==> src/rtl/qv_pkg.sv <==
// Shared definitions for the dual-rail 4-valued signal encoding ({b1,b0} per net).
package qv_pkg;

  typedef logic [1:0] qv_t;

  localparam qv_t QV_0 = 2'b00;
  localparam qv_t QV_1 = 2'b01;
  localparam qv_t QV_X = 2'b10;
  localparam qv_t QV_Z = 2'b11;

  typedef enum logic {
    ST_EMPTY = 1'b0,
    ST_FILL  = 1'b1
  } unpack_state_t;

  function automatic logic qv_is_known(input qv_t sym);
    return (sym == QV_0) || (sym == QV_1);
  endfunction

endpackage

==> src/rtl/qv_sym_decode.sv <==
// Combinational decode of one dual-rail symbol into one-hot class flags.
module qv_sym_decode
  import qv_pkg::*;
(
  input  qv_t  sym,
  output logic is_one,
  output logic is_x,
  output logic is_z
);

  assign is_one = (sym == QV_1);
  assign is_x   = (sym == QV_X);
  assign is_z   = (sym == QV_Z);

endmodule

==> src/rtl/qv_stream_unpacker.sv <==
// Packs a serial stream of dual-rail symbols into W-wide value / X-mask / Z-mask words.
module qv_stream_unpacker
  import qv_pkg::*;
#(
  parameter int W     = 8,
  parameter int CNT_W = $clog2(W + 1)
) (
  input  logic             clk,
  input  logic             rst_n,
  input  logic             s_valid,
  output logic             s_ready,
  input  logic             s_b1,
  input  logic             s_b0,
  input  logic             s_last,
  output logic             m_valid,
  input  logic             m_ready,
  output logic [W-1:0]     m_val,
  output logic [W-1:0]     m_xmask,
  output logic [W-1:0]     m_zmask,
  output logic [CNT_W-1:0] m_cnt,
  output logic             m_last,
  output logic             m_clean
);

  localparam int IDX_W = (W > 1) ? $clog2(W) : 1;

  unpack_state_t    state_reg, state_next;
  logic [IDX_W-1:0] idx_reg, idx_next, wr_idx;
  logic [W-1:0]     acc_val_reg, acc_x_reg, acc_z_reg;
  logic [W-1:0]     word_val, word_x, word_z;
  logic             flag_reg;
  logic             m_valid_reg, m_last_reg, m_clean_reg;
  logic [W-1:0]     m_val_reg, m_xmask_reg, m_zmask_reg;
  logic [CNT_W-1:0] m_cnt_reg;
  logic             sym_is_one, sym_is_x, sym_is_z, sym_clean;
  logic             accept, emit;

  qv_sym_decode u_decode (
    .sym    ({s_b1, s_b0}),
    .is_one (sym_is_one),
    .is_x   (sym_is_x),
    .is_z   (sym_is_z)
  );

  assign sym_clean = !(sym_is_x || sym_is_z);

  // State register
  always_ff @(posedge clk or negedge rst_n) begin
    if (!rst_n) begin
      state_reg <= ST_EMPTY;
      idx_reg   <= '0;
    end else begin
      state_reg <= state_next;
      idx_reg   <= idx_next;
    end
  end

  // Next-state logic: idx only wraps through an emit
  always_comb begin
    state_next = state_reg;
    idx_next   = idx_reg;
    if (accept) begin
      if (emit) begin
        state_next = ST_EMPTY;
        idx_next   = '0;
      end else begin
        state_next = ST_FILL;
        idx_next   = wr_idx + IDX_W'(1);
      end
    end
  end

  // Output / datapath decode
  always_comb begin
    s_ready = !m_valid_reg || m_ready;
    accept  = s_valid && s_ready;
    wr_idx  = (state_reg == ST_EMPTY) ? '0 : idx_reg;
    emit    = accept && ((wr_idx == IDX_W'(W - 1)) || s_last);
  end

  // Accumulator contents merged with the symbol currently on the input
  generate
    for (genvar gi = 0; gi < W; gi++) begin : g_merge
      assign word_val[gi] = (wr_idx == IDX_W'(gi)) ? sym_is_one : acc_val_reg[gi];
      assign word_x[gi]   = (wr_idx == IDX_W'(gi)) ? sym_is_x   : acc_x_reg[gi];
      assign word_z[gi]   = (wr_idx == IDX_W'(gi)) ? sym_is_z   : acc_z_reg[gi];
    end
  endgenerate

  always_ff @(posedge clk or negedge rst_n) begin
    if (!rst_n) begin
      acc_val_reg <= '0;
      acc_x_reg   <= '0;
      acc_z_reg   <= '0;
      flag_reg    <= 1'b1;
      m_valid_reg <= 1'b0;
      m_val_reg   <= '0;
      m_xmask_reg <= '0;
      m_zmask_reg <= '0;
      m_cnt_reg   <= '0;
      m_last_reg  <= 1'b0;
      m_clean_reg <= 1'b1;
    end else begin
      if (accept) begin
        // Clearing on emit keeps unfilled bits of the next word at zero
        acc_val_reg <= emit ? '0 : word_val;
        acc_x_reg   <= emit ? '0 : word_x;
        acc_z_reg   <= emit ? '0 : word_z;
        flag_reg    <= (emit && s_last) ? 1'b1 : (flag_reg && sym_clean);
      end
      if (emit) begin
        m_valid_reg <= 1'b1;
        m_val_reg   <= word_val;
        m_xmask_reg <= word_x;
        m_zmask_reg <= word_z;
        m_cnt_reg   <= CNT_W'(wr_idx) + CNT_W'(1);
        m_last_reg  <= s_last;
        m_clean_reg <= s_last ? (flag_reg && sym_clean) : 1'b1;
      end else if (m_ready) begin
        m_valid_reg <= 1'b0;
      end
    end
  end

  assign m_valid = m_valid_reg;
  assign m_val   = m_val_reg;
  assign m_xmask = m_xmask_reg;
  assign m_zmask = m_zmask_reg;
  assign m_cnt   = m_cnt_reg;
  assign m_last  = m_last_reg;
  assign m_clean = m_clean_reg;

endmodule

==> config.mk <==
export PLATFORM = sky130hd
export DESIGN_NAME = qv_stream_unpacker
export DESIGN_NICKNAME = d
export VERILOG_FILES = /design/src/rtl/qv_pkg.sv /design/src/rtl/qv_sym_decode.sv /design/src/rtl/qv_stream_unpacker.sv
export SDC_FILE = /design/constraint.sdc
export NUM_CORES = 1
export LEC_CHECK = 0
export CAP_MARGIN = 20
export CORE_ASPECT_RATIO = 1.75
export CORE_UTILIZATION = 25
export CTS_CLUSTER_DIAMETER = 60
export DETAILED_ROUTE_END_ITERATION = 16
export DONT_BUFFER_PORTS = 1
export PLACE_DENSITY = 0.44
export SETUP_SLACK_MARGIN = 0.5
export SLEW_MARGIN = 20
export SYNTH_ARGS = -nofsm -noshare
export SYNTH_HDL_FRONTEND = slang
export SYNTH_HIERARCHICAL = 1
export SYNTH_SLANG_ARGS = --single-unit
export TNS_END_PERCENT = 5
==> constraint.sdc <==
create_clock -name clk -period 3.35 [get_ports clk]
set_input_delay 0.335 -clock clk [delete_from_list [all_inputs] [get_ports clk]]
set_output_delay 0.335 -clock clk [all_outputs]
set_load 0.03 [all_outputs]
# --- Word level (Yosys, flattened, before mapping) ---
# Cells that the tools add are included.
classes:
  addsub: 2
  eq_ne: 10
  n_mux: 34
  n_reduce_logical: 11
ops:
  columns: ["operator", "count"]
  rows:
  - ["1-bit two-way mux", 29]
  - ["8-bit two-way mux", 3]
  - ["3-bit == test (second input constant)", 4]
  - ["3-bit by 2-bit == test with 1-bit output (second input constant)", 2]
  - ["3-bit two-way mux", 2]
  - ["3-bit by 1-bit adder with 4-bit output (second input constant)", 1]
  - ["2-bit == test (second input constant)", 2]
  - ["1-bit logical AND", 4]
  - ["3-bit by 1-bit adder with 3-bit output (second input constant)", 1]
  - ["3-bit by 1-bit == test with 1-bit output (second input constant)", 1]
  - ["3-bit zero test", 1]
  - ["1-bit logical OR", 3]
  - ["2-bit by 1-bit == test with 1-bit output (second input constant)", 1]
  - ["1-bit zero test", 2]
  - ["2-bit nonzero test", 1]
totals:
  reg_bits: 60
  output_inout_bits: 32
  elab_cells: 70

# --- Depth between registers and ports, before layout ---
# Gate-level depths: netlist of the first run.
logic_depth:
  word_depth: 6
  depth_mapped: 10
  mapped_depth_nobuf: 6

# --- By module ---
# Netlist of the first run, hierarchy kept.
by_module_without_submodules:
  columns: ["mod", "n_inst", "cells_per_inst", "area_each_um2", "seq_area_each_um2"]
  rows:
  - ["qv_stream_unpacker", 1, 235, 2945.3, 1503.9]
  - ["qv_sym_decode", 1, 3, 22.5, 0.0]

# --- Worst setup path after synthesis of the first run ---
# Ideal clock, no wire load.
synth_timing:
  path_kind: "register to register"
  startpoint: "reg state_reg"
  endpoint: "reg m_xmask_reg[0], in the netlist m_xmask[0]"
  setup_ns: 0.125
  arrival_ns: 1.966
  required_time_ns: 3.225
  setup_slack_ns: 1.259
  stages_incl_launch_ff: 9
  path_buffers: 3
  path_cell_list: "dfrtp_1 > buf_4 > and3_1 > ha_1 > buf_2 > nor2_1 > nor3_4 > buf_6 > mux2_4"
synth_via:
  elab_chain_len: 4
  elab_cells_between_ends: 6
synth_rtl:
  columns: ["element", "line_no", "text"]
  rows:
  - ["from (decl)", "qv_stream_unpacker.sv:27", "unpack_state_t state_reg, state_next;"]
  - ["from (signal assigned)", "qv_stream_unpacker.sv:53", "state_reg <= state_next;"]
  - ["3-bit two-way mux *", "qv_stream_unpacker.sv:77", "wr_idx = (state_reg == ST_EMPTY) ? '0 : idx_reg;"]
  - ["3-bit == test", "qv_stream_unpacker.sv:78", "emit = accept && ((wr_idx == IDX_W'(W - 1)) || s_last);"]
  - ["1-bit logical OR", "qv_stream_unpacker.sv:78", null]
  - ["1-bit logical AND", "qv_stream_unpacker.sv:78", null]
  - ["to (signal assigned)", "qv_stream_unpacker.sv:114", "m_xmask_reg <= word_x;"]
  - ["to (decl)", "qv_stream_unpacker.sv:33", "logic [W-1:0] m_val_reg, m_xmask_reg, m_zmask_reg;"]
# Every way passes the cells marked *; elsewhere a longest branch is shown, timed or not.
# A chain may end at the register's enable or synchronous reset.

# --- Worst setup path after layout of the first run ---
layout_timing:
  startpoint: "reg state_reg"
  endpoint: "reg acc_val_reg[5]"
layout_via:
  elab_chain_len: 5
  elab_cells_between_ends: 7
layout_rtl:
  columns: ["element", "line_no", "text"]
  rows:
  - ["3-bit two-way mux *", "qv_stream_unpacker.sv:77", null]
  - ["3-bit == test", "qv_stream_unpacker.sv:78", null]
  - ["1-bit logical OR", "qv_stream_unpacker.sv:78", null]
  - ["1-bit logical AND", "qv_stream_unpacker.sv:78", null]
  - ["8-bit two-way mux *", "qv_stream_unpacker.sv:106", "acc_val_reg <= emit ? '0 : word_val;"]
  - ["to (signal assigned)", "qv_stream_unpacker.sv:106", null]
  - ["to (decl)", "qv_stream_unpacker.sv:29", "logic [W-1:0] acc_val_reg, acc_x_reg, acc_z_reg;"]
# Marked as above.

==> results.sh, run 1 <==
export IMPL_worstPathMaxFanout=15
export IMPL_hp_class="primary input to flip-flop"
export IMPL_critPathCaptureType="flip-flop"
export IMPL_placed_area_um2=3020
export IMPL_outcome="complete, but fails checks"
export IMPL_numCtsBuffers=9
export IMPL_ys_flop_type="dfrtp_1"
export IMPL_via_per_inst=5.05
export IMPL_finalCritPeriodShare=0.761
export IMPL_antenna_found_initial=0
export IMPL_hold_buffers=2
export IMPL_place_gp_congestion=0.749
export IMPL_fin_tns_setup_ns=0
export IMPL_grt_pass1_vias=1963
export IMPL_avgSynthCellArea_um2=12.5
export IMPL_synth_cells=238
export IMPL_post_cts_resized=0
export IMPL_worst_slew_pin_slew_ns=0.622
export IMPL_most_common_layout_cells="dfrtp_1, a31oi_1, nand2_1"
export IMPL_seq_area_frac_synth=0.507
export IMPL_hold_viol=0
export IMPL_period_minus_slack_ns=2.55
export IMPL_fin_total_pwr_mw=2.11
export IMPL_die_h_um=146
export IMPL_slew_violations=0
export IMPL_peakVddDrop_mv=0.260
export IMPL_synth_warnings=6
export IMPL_startpoint_type="flip-flop"
export IMPL_grt_ovfl_total=0
export IMPL_required_ns=3.57
export IMPL_drive_gt1_frac=0.234
export IMPL_crit_arrival_ns=2.76
export IMPL_cap_violations=0
export IMPL_synthesis_area_um2=2970
export IMPL_synth_fp_nets=247
export IMPL_setup_viol=0
export IMPL_core_area_um2=11600
export IMPL_final_common_cell="dfrtp_1"
export IMPL_cts_htree_levels=3
export IMPL_dieArea_um2=12300
export IMPL_initial_utilization=0.256
export IMPL_leakagePower_nw=1.46
export IMPL_p_per_area_nw_per_um2=625
export IMPL_io_pins=39
export IMPL_cts_setup_buffers=0
export IMPL_violations="DRC"
export IMPL_synth_edff_count=0
export IMPL_maxSlewHeadroom=0.585
export IMPL_clock_sinks=60
export IMPL_track_usage=0.131
export IMPL_routedWlPerCell_um=20.3
export IMPL_routed_wl_um=7600
export IMPL_ys_ff_latch=60
export IMPL_row_count=52
export IMPL_synthDistinctLibCells=44
export IMPL_final_area_um2=3380
export IMPL_dr_pass1_iters=10
export IMPL_clk_pin_slew_ns=0.05
export IMPL_drc=4
export IMPL_worstSetupPathType="flip-flop to flip-flop"
export IMPL_fillCellCount=1196
export IMPL_num_antenna_cells=0
export IMPL_cts_tree="yes"
export IMPL_grt_pass1_wl_um=11900
export IMPL_post_dp_hpwl_um=5060
export IMPL_clockBufferDepth=2
export IMPL_max_freq_mhz=393
export IMPL_fin_nets=243
export IMPL_area_growth_pct=14.0
export IMPL_insertion_delay_ns=0.33
export IMPL_drt_iter0_markers=90
export IMPL_portBuffers=0
export IMPL_die_w_um=84.4
export IMPL_skew_ns=0.00602
export IMPL_whs_ns=0.173
export IMPL_synthArstFlopShare=1.00
export IMPL_post_place_ws_ns=0.798
export IMPL_rsz0062_at_grt="false"
export IMPL_fin_ws_ns=0.802
export IMPL_grt_max_degree=61
export IMPL_antenna_left=0
export IMPL_cts_root_buf="clkbuf_16"
export IMPL_vias=1887
==> critical path, stage by stage (launching register included) <==
cell and delay [ns]:
dfrtp_1 0.67, and3_1 0.28, ha_1 0.31, or2_1 0.53
buf_4 0.32, nor4_4 0.07, a22o_1 0.25
==> worst paths after layout <==
kind / start / to / slack, ns / depth (start not counted)
min in group asynchronous: rst_n / acc_x_reg[0] / 0.53 / 2
max reg2reg: state_reg / acc_val_reg[5] / 0.80 / 6
min reg2reg: flag_reg / flag_reg / 0.47 / 2
max: state_reg / acc_val_reg[5] / 0.80 / 6
min: s_valid / flag_reg / 0.17 / 2
max in group asynchronous: rst_n / flag_reg / 2.53 / 2
==> layout make-up <==
type / instances / area, um^2 / share of cell area
tap: 135 / 169 / 0.0499
sequential: 60 / 1500 / 0.445
inverter: 4 / 20.0 / 0.00592
timing repair buffer: 6 / 67.6 / 0.0200
clock inverter: 3 / 42.5 / 0.0126
clock buffer: 13 / 280 / 0.0829
multi-input combinational: 153 / 1300 / 0.384
==> routing by layer <==
metal  share of wire  global-route usage  up-vias
li1                -                   -      887
met1            0.40               0.151      959
met4           0.016              0.0517        0
met5               0                   0        -
met2            0.53               0.223       32
met3           0.054              0.0413        9
==> logic make-up (layout without fill, tap and decap cells) <==
logic type / count (synthesis) / count (layout) / share of synthesized area
AO/OA/AOI/OAI: 71 / 71 / 0.184
flip-flops: 60 / 60 / 0.507
AND/OR/NAND/NOR: 46 / 46 / 0.109
multiplexers: 34 / 34 / 0.137
buffers and inverters: 25 / 26 / 0.0556
adder cells (fa/ha/maj): 2 / 2 / 0.00843
==> power by group <==
part | total (mW) | internal, mW | switching, mW
sequential | 0.941 | 0.786 | 0.155
combinational | 0.196 | 0.0853 | 0.111
clock | 0.975 | 0.655 | 0.320
==> Yosys cell counts (2+ instances only) <==
cell type / count / area, um^2
dfrtp_1: 58 / 1450
a21oi_1: 10 / 50.1
nor2_1: 2 / 7.51
inv_4: 2 / 12.5
buf_4: 4 / 30.0
buf_6: 6 / 67.6
o2bb2ai_1: 16 / 140
a22o_1: 3 / 26.3
nand2_1: 17 / 63.8
a32o_1: 3 / 30.0
inv_1: 2 / 7.51
o31ai_1: 6 / 45.0
mux2_4: 9 / 135
buf_2: 5 / 25.0
mux2i_1: 9 / 90.1
a31oi_1: 18 / 113
nor2b_1: 2 / 12.5
and2_1: 4 / 25.0
o21ai_0: 5 / 25.0
o211ai_2: 5 / 62.6
mux2_2: 7 / 78.8
dfstp_2: 2 / 52.6
mux2_1: 9 / 101
and2b_1: 2 / 15.0
and4bb_4: 3 / 48.8
nand3_1: 5 / 25.0
ha_1: 2 / 25.0
clkbuf_1: 6 / 22.5
==> metrics by stage <==
step,utilization,std cells
floorplan,-,238
global placement,0.261,356
detailed placement,0.261,356
CTS,0.292,374
global route,0.292,374
finish,0.292,374
Power figures use the tool's default switching activity.
==> run 2, diff against run 1 <==
==> constraint.sdc (replaced) <==
create_clock -name clk -period 2.49 [get_ports clk]
set_input_delay 0.249 -clock clk [delete_from_list [all_inputs] [get_ports clk]]
set_output_delay 0.249 -clock clk [all_outputs]
set_load 0.03 [all_outputs]
==> results.sh, run 2 (same netlist as run 1, synthesis figures left out) <==
export IMPL_worst_path_buf_inv=1
export IMPL_worst_slew_pin_slew_ns=0.404
export IMPL_max_freq_mhz=530
export IMPL_row_count=52
export IMPL_regToRegStartpoint="idx_reg[1]"
export IMPL_die_w_um=84.4
export IMPL_required_ns=2.70
export IMPL_crit_arrival_ns=2.10
export IMPL_critical_path_depth=6
export IMPL_p_per_area_nw_per_um2=850
export IMPL_hp_class="primary input to flip-flop"
export IMPL_crit_family="flip-flops"
export IMPL_swShare=0.269
export IMPL_die_h_um=146
export IMPL_post_place_ws_ns=0.471
export IMPL_worstPathCellList="and3_4, ha_4, nor2_4, nor3_4, buf_4, mux2_2"
export IMPL_fin_total_pwr_mw=2.96
export IMPL_numCtsBuffers=9
export IMPL_area_growth_pct=17.4
export IMPL_outcome="complete, but fails checks"
export IMPL_peakVddDrop_mv=0.333
export IMPL_grt_max_degree=61
export IMPL_period_minus_slack_ns=1.89
export IMPL_cp_startpoint="idx_reg[1]"
export IMPL_critPathCaptureType="flip-flop"
export IMPL_slew_violations=0
export IMPL_startpoint_type="flip-flop"
export IMPL_antenna_found_initial=0
export IMPL_dr_pass1_iters=10
export IMPL_drt_iter0_markers=124
export IMPL_pwr_share_comb=0.105
export IMPL_finalCritPeriodShare=0.758
export IMPL_drc=8
export IMPL_slowest_stage="dfrtp_2"
export IMPL_p_int_mw=2.16
export IMPL_fin_ws_ns=0.602
export IMPL_worstSetupPathType="flip-flop to flip-flop"
export IMPL_final_area_um2=3480
export IMPL_clk_pin_slew_ns=0.05
export IMPL_cts_tree="yes"
export IMPL_skew_ns=0.00518
export IMPL_num_antenna_cells=0
export IMPL_reg2reg_depth=6
export IMPL_io_pins=39
export IMPL_maxSlewHeadroom=0.731
export IMPL_drive_gt1_frac=0.269
export IMPL_routed_wl_um=7480
export IMPL_worstPathMaxFanout=13
export IMPL_final_cells=380
export IMPL_core_area_um2=11600
export IMPL_routedWlPerCell_um=19.7
export IMPL_place_gp_congestion=0.730
export IMPL_grt_ovfl_total=0
export IMPL_placed_area_um2=3090
export IMPL_p_clk_frac=0.476
export IMPL_crit_end="m_zmask[1]"
export IMPL_worst_r2r_endpoint="m_zmask[1]"
export IMPL_r2r_slack_ns=0.60
export IMPL_portBuffers=0
export IMPL_fin_tns_setup_ns=0
export IMPL_grt_pass1_wl_um=11800
export IMPL_fin_nets=249
export IMPL_leakagePower_nw=1.49
export IMPL_insertion_delay_ns=0.33
export IMPL_whs_ns=0.0959
export IMPL_final_common_cell="dfrtp_1"
export IMPL_post_dp_hpwl_um=4950
export IMPL_rsz0062_at_grt="true"
export IMPL_netSwitchingPower_uw=796
export IMPL_vias=1951
export IMPL_cts_root_buf="clkbuf_16"
export IMPL_cts_htree_levels=3
export IMPL_most_common_layout_cells="dfrtp_1, a31oi_1, nand2_1"
export IMPL_fin_util=0.301
export IMPL_hold_viol=0
export IMPL_dieArea_um2=12300
export IMPL_clock_sinks=60
export IMPL_clockBufferDepth=2
export IMPL_setup_viol=0
export IMPL_violations="DRC"
export IMPL_grt_pass1_vias=2075
export IMPL_antenna_left=0
export IMPL_initial_utilization=0.256
export IMPL_p_seq_frac=0.419
export IMPL_via_per_inst=5.13
export IMPL_post_place_cells=360
export IMPL_track_usage=0.130
export IMPL_cap_violations=0
export IMPL_cpPeakStageDelay_ns=0.48
==> run 2: cell count changes in the layout (fill, tap and decap cells not counted), moves of 2 or more <==
| cell | before | now |
|---|---|---|
| buf_4 | 4 | 9 |
| dfrtp_1 | 58 | 55 |
| clkbuf_1 | 0 | 2 |
| clkbuf_8 | 4 | 0 |
| dfrtp_2 | 0 | 3 |
| bufinv_16 | 1 | 3 |
==> run 2: metal layers <==
metal / vias up / wire length [um] / global-route usage
li1: 901 / - / -
met1: 1003 / 3060 / 0.142
met2: 34 / 3870 / 0.221
met3: 13 / 335 / 0.0373
met4: 0 / 218 / 0.0797
met5: - / 0 / 0
==> run 2: worst min path at each step <==
| stage | startpoint | end | slack, ns | cells after the start |
|---|---|---|---|---|
| floorplan | rst_n | acc_val_reg[0] | -0.05 | 0 |
| global placement | rst_n | m_xmask[4] | -0.04 | 0 |
| detailed placement | rst_n | m_xmask[4] | -0.04 | 0 |
| CTS | s_valid | flag_reg | 0.08 | 2 |
| global route | s_valid | flag_reg | 0.1 | 2 |
| finish | s_valid | flag_reg | 0.1 | 2 |
==> run 2: final cells by class <==
type,count,area (um^2)
fill,1195,8100
sequential,60,1510
multi-input combinational,153,1330
clock buffer,11,233
tap,135,169
timing repair buffer,12,125
clock inverter,5,100
inverter,4,20.0
==> run 2: what timing repair did <==
item	in CTS	in global routing
hold buffers	2	0
cloned	0	0
endpoints found under the hold margin	60	0
endpoints found under the setup margin	6	5
buffers inserted	2	0
gates resized for setup	2	1
pin swaps	0	0
==> run 2: power groups by stage <==
stage          sequential (mW)  combinational, mW  clock [mW]
2_1_floorplan             1.24              0.240           0
3_3_place_gp              1.27              0.271           0
3_5_place_dp              1.27              0.274           0
4_1_cts                   1.25              0.317        1.45
5_1_grt                   1.25              0.345        1.48
6_report                  1.24              0.311        1.41
==> run 2: worst register-to-register path: cells and delay by family (launching register included) <==
family / cells / cell delay (ns)
flip-flops: 1 / 0.48
AND/OR/NAND/NOR: 3 / 0.47
multiplexers: 1 / 0.37
buffers and inverters: 1 / 0.27
adder cells (fa/ha/maj): 1 / 0.18
